**src/rtl/window_sum_k_pkg.sv**
```systemverilog
// Shared width derivations and lane helpers for the KxK window-sum engine.
// Pure constant functions; no hardware, so no latency or flow-control behaviour.
package window_sum_k_pkg;

    function automatic int clog2(input int v);
        int r;
        r = 0;
        for (int i = 0; i < 31; i++) begin
            if ((1 << i) < v) r = i + 1;
        end
        return r;
    endfunction

    function automatic int tree_lvl(input int k);
        return clog2(k);
    endfunction

    function automatic int col_w(input int pix_w, input int k);
        return pix_w + clog2(k);
    endfunction

    function automatic int sum_w(input int pix_w, input int k);
        return pix_w + clog2(k * k);
    endfunction

    // Operand count entering reduction level lvl (level 0 = the raw K lanes).
    function automatic int lvl_cnt(input int k, input int lvl);
        return (k + (1 << lvl) - 1) >> lvl;
    endfunction

    function automatic int lane_lsb(input int pix_w, input int lane);
        return lane * pix_w;
    endfunction

    function automatic int cnt_w(input int n);
        return (n > 1) ? clog2(n) : 1;
    endfunction

endpackage

```
**src/rtl/window_sum_k_col_adder_tree.sv**
```systemverilog
// Registered reduction of K pixel lanes to one column sum; latency clog2(K) cycles.
// Free-running, no backpressure: a valid tag rides alongside the data.
module col_adder_tree
    import window_sum_k_pkg::*;
#(
    parameter  int K     = 5,
    parameter  int PIX_W = 8,
    localparam int COL_W = col_w(PIX_W, K)
) (
    input  logic               clk,
    input  logic               rst,
    input  logic               vld_i,
    input  logic [K*PIX_W-1:0] col_i,
    output logic               vld_o,
    output logic [COL_W-1:0]   sum_o
);

    localparam int LVL = tree_lvl(K);

    logic [COL_W-1:0] src    [LVL][K];
    logic [COL_W-1:0] node_q [LVL][K];
    logic [LVL-1:0]   vld_q;

    always_comb begin
        for (int l = 0; l < LVL; l++) begin
            for (int j = 0; j < K; j++) src[l][j] = '0;
        end
        for (int j = 0; j < K; j++) begin
            src[0][j] = COL_W'(col_i[lane_lsb(PIX_W, j) +: PIX_W]);
        end
        for (int l = 1; l < LVL; l++) begin
            for (int j = 0; j < K; j++) src[l][j] = node_q[l-1][j];
        end
    end

    // Pairs are summed; a trailing odd operand is carried to the next level unchanged.
    always_ff @(posedge clk) begin
        if (rst) begin
            vld_q <= '0;
            for (int l = 0; l < LVL; l++) begin
                for (int j = 0; j < K; j++) node_q[l][j] <= '0;
            end
        end else begin
            vld_q <= {vld_q[LVL-2:0], vld_i};
            for (int l = 0; l < LVL; l++) begin
                for (int j = 0; j < K; j++) node_q[l][j] <= '0;
                for (int j = 0; j < K / 2; j++) begin
                    if (2 * j + 1 < lvl_cnt(K, l)) begin
                        node_q[l][j] <= src[l][2*j] + src[l][2*j+1];
                    end
                end
                if (lvl_cnt(K, l) % 2 == 1) begin
                    node_q[l][lvl_cnt(K, l) / 2] <= src[l][lvl_cnt(K, l) - 1];
                end
            end
        end
    end

    assign vld_o = vld_q[LVL-1];
    assign sum_o = node_q[LVL-1][0];

endmodule

```
**src/rtl/window_sum_k.sv**
```systemverilog
// KxK sliding-window sum over streamed column vectors; beat to out_valid is clog2(K)+2 cycles.
// No backpressure: in_valid bubbles freeze window state, downstream must always accept.
module window_sum_k
    import window_sum_k_pkg::*;
#(
    parameter  int PIX_W = 8,
    parameter  int K     = 5,
    parameter  int COLS  = 640,
    parameter  int LINES = 480,
    localparam int SUM_W = sum_w(PIX_W, K)
) (
    input  logic               clk,
    input  logic               rst,
    input  logic               in_valid,
    input  logic               sof_i,
    input  logic [K*PIX_W-1:0] col_i,
    output logic               out_valid,
    output logic [SUM_W-1:0]   sum_o,
    output logic [PIX_W-1:0]   center_o,
    output logic               line_last_o,
    output logic               frame_last_o
);

    localparam int R     = (K - 1) / 2;
    localparam int LVL   = tree_lvl(K);
    localparam int COL_W = col_w(PIX_W, K);
    localparam int CW    = cnt_w(COLS);
    localparam int LW    = cnt_w(LINES);

    localparam logic [CW-1:0] COL_LAST  = CW'(COLS - 1);
    localparam logic [CW-1:0] COL_KM1   = CW'(K - 1);
    localparam logic [LW-1:0] LINE_LAST = LW'(LINES - 1);

    typedef struct packed {
        logic [CW-1:0]    col;
        logic [LW-1:0]    line;
        logic [PIX_W-1:0] ctr;
    } meta_t;

    logic [CW-1:0] col_cnt_q, col_cnt_d, beat_col;
    logic [LW-1:0] line_cnt_q, line_cnt_d, beat_line;

    logic               s0_vld_q;
    logic [K*PIX_W-1:0] s0_col_q;
    meta_t              s0_meta_q;

    logic             t_vld;
    logic [COL_W-1:0] t_sum;
    meta_t            meta_q [LVL];
    meta_t            t_meta;

    logic [COL_W-1:0] hist_q     [K];
    logic [PIX_W-1:0] ctr_hist_q [R];
    logic [SUM_W-1:0] acc_q, acc_d;
    logic             win_full;

    logic             out_vld_q;
    logic [SUM_W-1:0] sum_q;
    logic [PIX_W-1:0] center_q;
    logic             line_last_q;
    logic             frame_last_q;

    // A start-of-frame beat takes position (0,0) itself, so counting resumes from there.
    always_comb begin
        beat_col   = sof_i ? '0 : col_cnt_q;
        beat_line  = sof_i ? '0 : line_cnt_q;
        col_cnt_d  = col_cnt_q;
        line_cnt_d = line_cnt_q;
        if (in_valid) begin
            if (beat_col == COL_LAST) begin
                col_cnt_d  = '0;
                line_cnt_d = (beat_line == LINE_LAST) ? '0 : beat_line + 1'b1;
            end else begin
                col_cnt_d  = beat_col + 1'b1;
                line_cnt_d = beat_line;
            end
        end
    end

    always_ff @(posedge clk) begin
        if (rst) begin
            col_cnt_q  <= '0;
            line_cnt_q <= '0;
            s0_vld_q   <= 1'b0;
            s0_col_q   <= '0;
            s0_meta_q  <= '0;
        end else begin
            col_cnt_q  <= col_cnt_d;
            line_cnt_q <= line_cnt_d;
            s0_vld_q   <= in_valid;
            if (in_valid) begin
                s0_col_q  <= col_i;
                s0_meta_q <= '{col: beat_col, line: beat_line,
                               ctr: col_i[lane_lsb(PIX_W, R) +: PIX_W]};
            end
        end
    end

    col_adder_tree #(
        .K     (K),
        .PIX_W (PIX_W)
    ) u_tree (
        .clk   (clk),
        .rst   (rst),
        .vld_i (s0_vld_q),
        .col_i (s0_col_q),
        .vld_o (t_vld),
        .sum_o (t_sum)
    );

    // Beat position and centre lane follow the tree so they line up with its output.
    always_ff @(posedge clk) begin
        if (rst) begin
            for (int i = 0; i < LVL; i++) meta_q[i] <= '0;
        end else begin
            meta_q[0] <= s0_meta_q;
            for (int i = 1; i < LVL; i++) meta_q[i] <= meta_q[i-1];
        end
    end

    assign t_meta = meta_q[LVL-1];

    always_comb begin
        if (t_meta.col == '0) begin
            acc_d = SUM_W'(t_sum);
        end else if (t_meta.col <= COL_KM1) begin
            acc_d = acc_q + SUM_W'(t_sum);
        end else begin
            acc_d = acc_q + SUM_W'(t_sum) - SUM_W'(hist_q[K-1]);
        end
        win_full = t_vld && (t_meta.col >= COL_KM1);
    end

    // hist_q[K-1] is the column leaving the window; ctr_hist_q[R-1] is the window centre.
    always_ff @(posedge clk) begin
        if (rst) begin
            acc_q        <= '0;
            out_vld_q    <= 1'b0;
            sum_q        <= '0;
            center_q     <= '0;
            line_last_q  <= 1'b0;
            frame_last_q <= 1'b0;
            for (int i = 0; i < K; i++) hist_q[i] <= '0;
            for (int i = 0; i < R; i++) ctr_hist_q[i] <= '0;
        end else begin
            out_vld_q    <= win_full;
            line_last_q  <= win_full && (t_meta.col == COL_LAST);
            frame_last_q <= win_full && (t_meta.col == COL_LAST) && (t_meta.line == LINE_LAST);
            if (t_vld) begin
                acc_q         <= acc_d;
                hist_q[0]     <= t_sum;
                ctr_hist_q[0] <= t_meta.ctr;
                for (int i = 1; i < K; i++) hist_q[i] <= hist_q[i-1];
                for (int i = 1; i < R; i++) ctr_hist_q[i] <= ctr_hist_q[i-1];
            end
            if (win_full) begin
                sum_q    <= acc_d;
                center_q <= ctr_hist_q[R-1];
            end
        end
    end

    assign out_valid    = out_vld_q;
    assign sum_o        = sum_q;
    assign center_o     = center_q;
    assign line_last_o  = line_last_q;
    assign frame_last_o = frame_last_q;

endmodule

```
**config.mk**
```make
export PLATFORM = sky130hd
export DESIGN_NAME = window_sum_k
export DESIGN_NICKNAME = d
export VERILOG_FILES = /design/src/rtl/window_sum_k_pkg.sv /design/src/rtl/window_sum_k_col_adder_tree.sv /design/src/rtl/window_sum_k.sv
export SDC_FILE = /design/constraint.sdc
export NUM_CORES = 1
export LEC_CHECK = 0
export ABC_CLOCK_PERIOD_IN_PS = 3100
export CORE_MARGIN = 2
export CORE_UTILIZATION = 40
export CTS_BUF_LIST = sky130_fd_sc_hd__clkbuf_8
export DETAILED_ROUTE_END_ITERATION = 16
export PLACE_DENSITY = 0.68
export SYNTH_ARGS = -nofsm -noshare
export SYNTH_HDL_FRONTEND = slang
export SYNTH_HIERARCHICAL = 1
export SYNTH_SLANG_ARGS = --single-unit
```
**constraint.sdc**
```tcl
create_clock -name clk -period 3.1 [get_ports clk]
set_clock_uncertainty 0.05 [all_clocks]
set_input_delay 0.31 -clock clk [delete_from_list [all_inputs] [get_ports clk]]
set_output_delay 0.31 -clock clk [all_outputs]
set_load 0.005 [all_outputs]
```
# Word level (Yosys, flattened, before mapping)
# Memory sizes are Yosys's and may differ from the RTL's. A register that Yosys moved wholly into a read port is not among the register bits.
# Cells that the tools add are included.
[classes] n_div=0 n_bitwise=25 muxes=38 multipliers=0 add_sub_neg=8 eq_ne=4 shifts=0 reduce_logical=4 magnitude_cmp=2
[op_table] cell="11-bit two-way mux" count=16
[op_table] cell="27-bit two-way mux" count=3
[op_table] cell="8-bit two-way mux" count=6
[op_table] cell="9-bit two-way mux" count=3
[op_table] cell="13-bit two-way mux" count=2
[op_table] cell="1-bit bitwise OR" count=25
[op_table] cell="11-bit adder" count=2
[op_table] cell="10-bit == test, second input constant" count=2
[op_table] cell="10-bit two-way mux" count=2
[op_table] cell="8-bit by 8-bit adder with 9-bit output" count=2
[op_table] cell="9-bit == test, second input constant" count=2
[op_table] cell="13-bit by 11-bit adder with 13-bit output" count=1
[op_table] cell="13-bit by 11-bit subtractor with 13-bit output" count=1
[op_table] cell="10-bit by 1-bit adder with 10-bit output, second input constant" count=1
[op_table] cell="10-bit by 3-bit greater-or-equal comparator with 1-bit output, second input constant" count=1
[op_table] cell="10-bit by 3-bit <= comparator with 1-bit output, second input constant" count=1
[op_table] cell="10-bit logical NOT" count=1
[op_table] cell="9-bit by 1-bit adder with 9-bit output, second input constant" count=1
[op_table] cell="1-bit two-way mux" count=6
[op_table] cell="1-bit logical AND" count=3
[totals] latch_bits=0 rom_bits=0 memories=4 ram_bits=242 output_inout_bits=24 regBits=119 elab_cells=98
[mem_list] name="u_tree.node_q" depth=3 word_bits=30 read_ports=3 rd_clocked_by_memory_dff=0 write_ports=3 line_no="window_sum_k_col_adder_tree.sv:21" rtl="logic [COL_W-1:0] node_q [LVL][K];"
[mem_list] name="meta_q" depth=3 word_bits=27 read_ports=3 rd_clocked_by_memory_dff=0 write_ports=3 line_no="window_sum_k.sv:49" rtl="meta_t meta_q [LVL];"
[mem_list] name="hist_q" depth=5 word_bits=11 read_ports=5 rd_clocked_by_memory_dff=0 write_ports=5 line_no="window_sum_k.sv:52" rtl="logic [COL_W-1:0] hist_q [K];"
[mem_list] name="ctr_hist_q" depth=2 word_bits=8 read_ports=2 rd_clocked_by_memory_dff=1 write_ports=2 line_no="window_sum_k.sv:53" rtl="logic [PIX_W-1:0] ctr_hist_q [R];"

# Logic depth before layout (Yosys ltp)
# An unclocked memory read counts as a cell.
[logic_depth] depth_word=5 mapped_depth=14

# Modules after synthesis
# Netlist, hierarchy kept.
[modules_own_cells] mod="window_sum_k" seq_area_each_um2=6075.8 area_each_um2=10571.4 instances=1 cells_per_inst=1004
[modules_own_cells] mod="col_adder_tree" seq_area_each_um2=1161.1 area_each_um2=2919.0 instances=1 cells_per_inst=309

# Worst setup path after synthesis
# OpenSTA, ideal clock, no wires.
[synth_path] path_type="reg-to-reg" from="memory u_tree/node_q[0][45] in the netlist's numbering" to="register acc_q[11]" path_stages_with_launch=15 arrival_time_ps=3184 required_time_ps=2933 slack_ps=-252 period_less_slack_ps=3352 cell_sequence="dfxtp_1 buf_4 ha_1 fa_1 a211oi_1 o211ai_1 nand2_1 xnor2_1 ha_1 and2_1 a221o_1 a41oi_1 o21ai_0 xor2_1 a32o_1"
[synth_rtl] element="start: declaration" line_no="window_sum_k_col_adder_tree.sv:21"
[synth_rtl] element="end signal: assignment" line_no="window_sum_k.sv:137" rtl="acc_q <= '0;"
[synth_rtl] element="end signal: assignment" line_no="window_sum_k.sv:150" rtl="acc_q <= acc_d;"
[synth_rtl] element="end: declaration" line_no="window_sum_k.sv:54" rtl="logic [SUM_W-1:0] acc_q, acc_d;"

==> flow_metrics.env <==
export IMPL_rrSetupSlack_ps=-150
export IMPL_peakVddDrop_v=0.000360
export IMPL_max_slew_margin_rel_pct=36.9
export IMPL_fin_ws_ps=-153
export IMPL_syn_inst=1313
export IMPL_synthDistinctLibCells=74
export IMPL_hpwl_mm=17.7
export IMPL_drv_slew=0
export IMPL_postRouteAntennaNets=0
export IMPL_stdcell_count=1924
export IMPL_fp_dieH_um=188
export IMPL_synth_area_top_cells="dfxtp_1 (38%), edfxtp_1 (16%), nor2b_1 (5.3%)"
export IMPL_ys_seq_elements=326
export IMPL_holdPathStages=2
export IMPL_vias=9282
export IMPL_antenna_found_initial=0
export IMPL_cts_max_level=2
export IMPL_powerDensity_mw_per_mm2=571
export IMPL_drive_above_1_share_pct=14.2
export IMPL_worstPathCellList="ha_4, fa_2, a211oi_4, o211ai_1, a41oi_2, xnor2_1, ha_1, a211oi_2, o221a_2, a22oi_2, or4_1, nand3_1"
export IMPL_firstDrtPassIters=5
export IMPL_globalplace_congestion=0.843
export IMPL_track_usage_pct=14.8
export IMPL_worst_pin_slew_ps=946
export IMPL_fin_util_pct=49.2
export IMPL_fin_nets=1540
export IMPL_grt_max_degree=111
export IMPL_drtIter0Drc=520
export IMPL_cts_tree="built"
export IMPL_clkLatencyLatePin_ps=590
export IMPL_crit_path_top_delay_cell="or4_1"
export IMPL_avgSynthCellArea_um2=10.3
export IMPL_seqCellArea_mm2=0.00724
export IMPL_synth_commonest_cells="dfxtp_1 (255), nor2_1 (130), nor2b_1 (115), and2_1 (77), nand2_1 (76)"
export IMPL_ys_flop_type="dfxtp_1"
export IMPL_synth_edff_count=71
export IMPL_n_antenna_cell=0
export IMPL_finalHoldViolCount=0
export IMPL_synth_top_area_share_pct=37.8
export IMPL_die_area_mm2=0.0352
export IMPL_period_share_pct=105
export IMPL_synth_most_common_cell="dfxtp_1"
export IMPL_crit_path_max_incr_delay_ps=430
export IMPL_hold_class="in2reg"
export IMPL_pin_count=68
export IMPL_rsz0062_at_grt="yes"
export IMPL_cts_buffer_depth=3
export IMPL_grt_ovfl_total=0
export IMPL_rr_endpoint="sum_o[12]$_SDFFE_PP0P_"
export IMPL_crit_fanout=4
export IMPL_crit_path_end_kind="register"
export IMPL_yosysWarnings=6
export IMPL_p_leak_nw=6.70
export IMPL_syn_area_mm2=0.0135
export IMPL_die_x_um=188
export IMPL_required_ps=3550
export IMPL_reg2reg_depth=12
export IMPL_fill_cells=3136
export IMPL_area_growth_pct=21.6
export IMPL_start_util_pct=40.4
export IMPL_async_flop_share_pct=0
export IMPL_multiInputGateArea_mm2=0.00603
export IMPL_worstSetupPathType="reg2reg"
export IMPL_critPathTopFamily="compound AO/OA/AOI/OAI gates"
export IMPL_viasPerCell=4.82
export IMPL_root_buffer="clkbuf_8"
export IMPL_worstHoldStart="in_valid"
export IMPL_numCtsBuffers=52
export IMPL_startpoint_type="register"
export IMPL_place_inst=1814
export IMPL_grt_pass1_vias=8945
export IMPL_critPathArrivalTime_ps=3700
export IMPL_core_rowCount=67
export IMPL_synth_nets=1420
export IMPL_cp_num_buf_inv=0
export IMPL_clock_sinks=326
export IMPL_port_buffers=67
export IMPL_violations="setup timing"
export IMPL_finalSetupViolations=7
export IMPL_cap_violations=0
export IMPL_r2r_start="u_tree/node_q[0][45]$_SDFF_PP0_"
export IMPL_status="complete, but fails checks"
export IMPL_core_area_mm2=0.0334
export IMPL_wl_mm=26.0
export IMPL_setup_tns_ps=-585
export IMPL_holdPathEnd="s0_meta_q[9]$_SDFFE_PP0P_"
export IMPL_synth_top_cell_by_area="dfxtp_1"
export IMPL_grt_pass1_wl_mm=43.5
export IMPL_drc=0
export IMPL_fin_crit_ps=3250
export IMPL_seq_area_frac_synth_pct=53.6
export IMPL_routedWlPerCell_um=13.5
export IMPL_path_clk_slew_ps=70
export IMPL_fmax_mhz=307
worst register-to-register path, delay by kind of cell, from the launching register on:
family                   cells  cell delay (ps)
flip-flops                   1              330
XOR/XNOR                     1              170
AO/OA/AOI/OAI                6             1240
AND/OR/NAND/NOR              2              520
adder cells (fa/ha/maj)      3              840
repair_timing:
action	CTS	global route
gates resized for setup	16	29
endpoints found under the setup margin	12	16
hold buffers	1	0
buffers inserted	8	4
endpoints found under the hold margin	4	0
pin swaps	21	16
through the flow:
stage,worst slack (ps),cell area (um2),hold WS [ps],power (mW)
global route,-367,16400,122,9.79
CTS,-137,16300,85.7,9.46
global placement,-236,14900,366,5.32
detailed placement,-277,14900,370,5.33
finish,-153,16400,126,9.37
floorplan,-44.4,13500,364,5.08
layout by cell type, fill, tap and decap left out, types with 5 or more instances in the layout:
master and n:
a211oi_1 20, a211oi_2 6, a21o_1 12, a21oi_1 53, a22oi_1 6, a2bb2oi_1 5, a31oi_1 11, and2_1 76
and3_1 7, buf_4 60, buf_6 5, bufinv_16 6, clkbuf_8 65, clkdlybuf4s50_1 65, dfxtp_1 250, dfxtp_2 5
edfxtp_1 71, fa_1 5, ha_1 54, inv_1 51, mux2i_1 49, nand2_1 76, nand2b_1 19, nand3_1 24
nand3b_1 7, nand4_1 5, nor2_1 128, nor2b_1 114, nor3_1 21, nor4b_1 5, o211ai_1 7, o21a_1 13
o21ai_0 32, o21ai_1 13, or2_2 6, or3_1 6, or4_1 7, xnor2_1 13, xor2_1 15
how the worst max path moves through the flow:
| stage | startpoint | endpoint | slack (ps) | depth (start not counted) |
|---|---|---|---|---|
| 6_report | u_tree/node_q[0][45]$_SDFF_PP0_ | sum_o[12]$_SDFFE_PP0P_ | -150 | 12 |
| 4_1_cts | u_tree/node_q[0][45]$_SDFF_PP0_ | acc_q[11]$_SDFFE_PP0P_ | -140 | 13 |
| 3_3_place_gp | u_tree/node_q[0][45]$_SDFF_PP0_ | acc_q[12]$_SDFFE_PP0P_ | -240 | 13 |
| 5_1_grt | acc_q[1]$_SDFFE_PP0P_ | sum_o[12]$_SDFFE_PP0P_ | -370 | 13 |
| 3_5_place_dp | u_tree/node_q[0][45]$_SDFF_PP0_ | acc_q[12]$_SDFFE_PP0P_ | -280 | 13 |
| 2_1_floorplan | u_tree/node_q[0][45]$_SDFF_PP0_ | acc_q[11]$_SDFFE_PP0P_ | -40 | 13 |
flip-flops by register name, summed over array words and instances, names as in the netlist:
name and cells:
s0_meta_q 19, u_tree/node_q 55, out_valid 1, sum_o 13, center_o 8, s0_vld_q 1
u_tree/vld_q 3, line_last_o 1, ctr_hist_q 16, frame_last_o 1, meta_q 81, s0_col_q 40
line_cnt_q 9, acc_q 13, col_cnt_q 10, hist_q 55
cell type report:
type	count	share of cell area [%]
Multi-Input combinational cell	884	36.7
Inverter	34	0.778
Clock buffer	65	5.45
Tap cell	448	3.42
Sequential cell	326	44.1
Timing Repair Buffer	135	7.60
Clock inverter	32	1.90
logic make-up after synthesis:
group / after synthesis / synth area share, %
DFF: 326 / 53.6
and+or+nand+nor: 521 / 20.6
adders and majority gates: 63 / 6.18
muxes: 52 / 3.89
buffers and inverters: 103 / 3.19
AOI/OAI and AO/OA: 218 / 10.6
xor gates and xnor gates: 30 / 1.95
metal layers:
| metal | share of wire, % | wire, um | vias to the layer above | global-route usage, % |
|---|---|---|---|---|
| met2 | 45 | 11600 | 161 | 24.0 |
| li1 | - | - | 4789 | - |
| met4 | 1.9 | 491 | 0 | 4.69 |
| met5 | 0 | 0 | - | 0 |
| met3 | 4.7 | 1210 | 41 | 3.09 |
| met1 | 49 | 12700 | 4291 | 19.9 |
power breakdown:
part	internal, mW	switching [mW]	total, mW
sequential	4.47	0.0613	4.53
combinational	0.364	0.402	0.765
clock	2.41	1.67	4.07
total	7.24	2.13	9.37
Note: power is estimated with default switching activity, not from simulation.
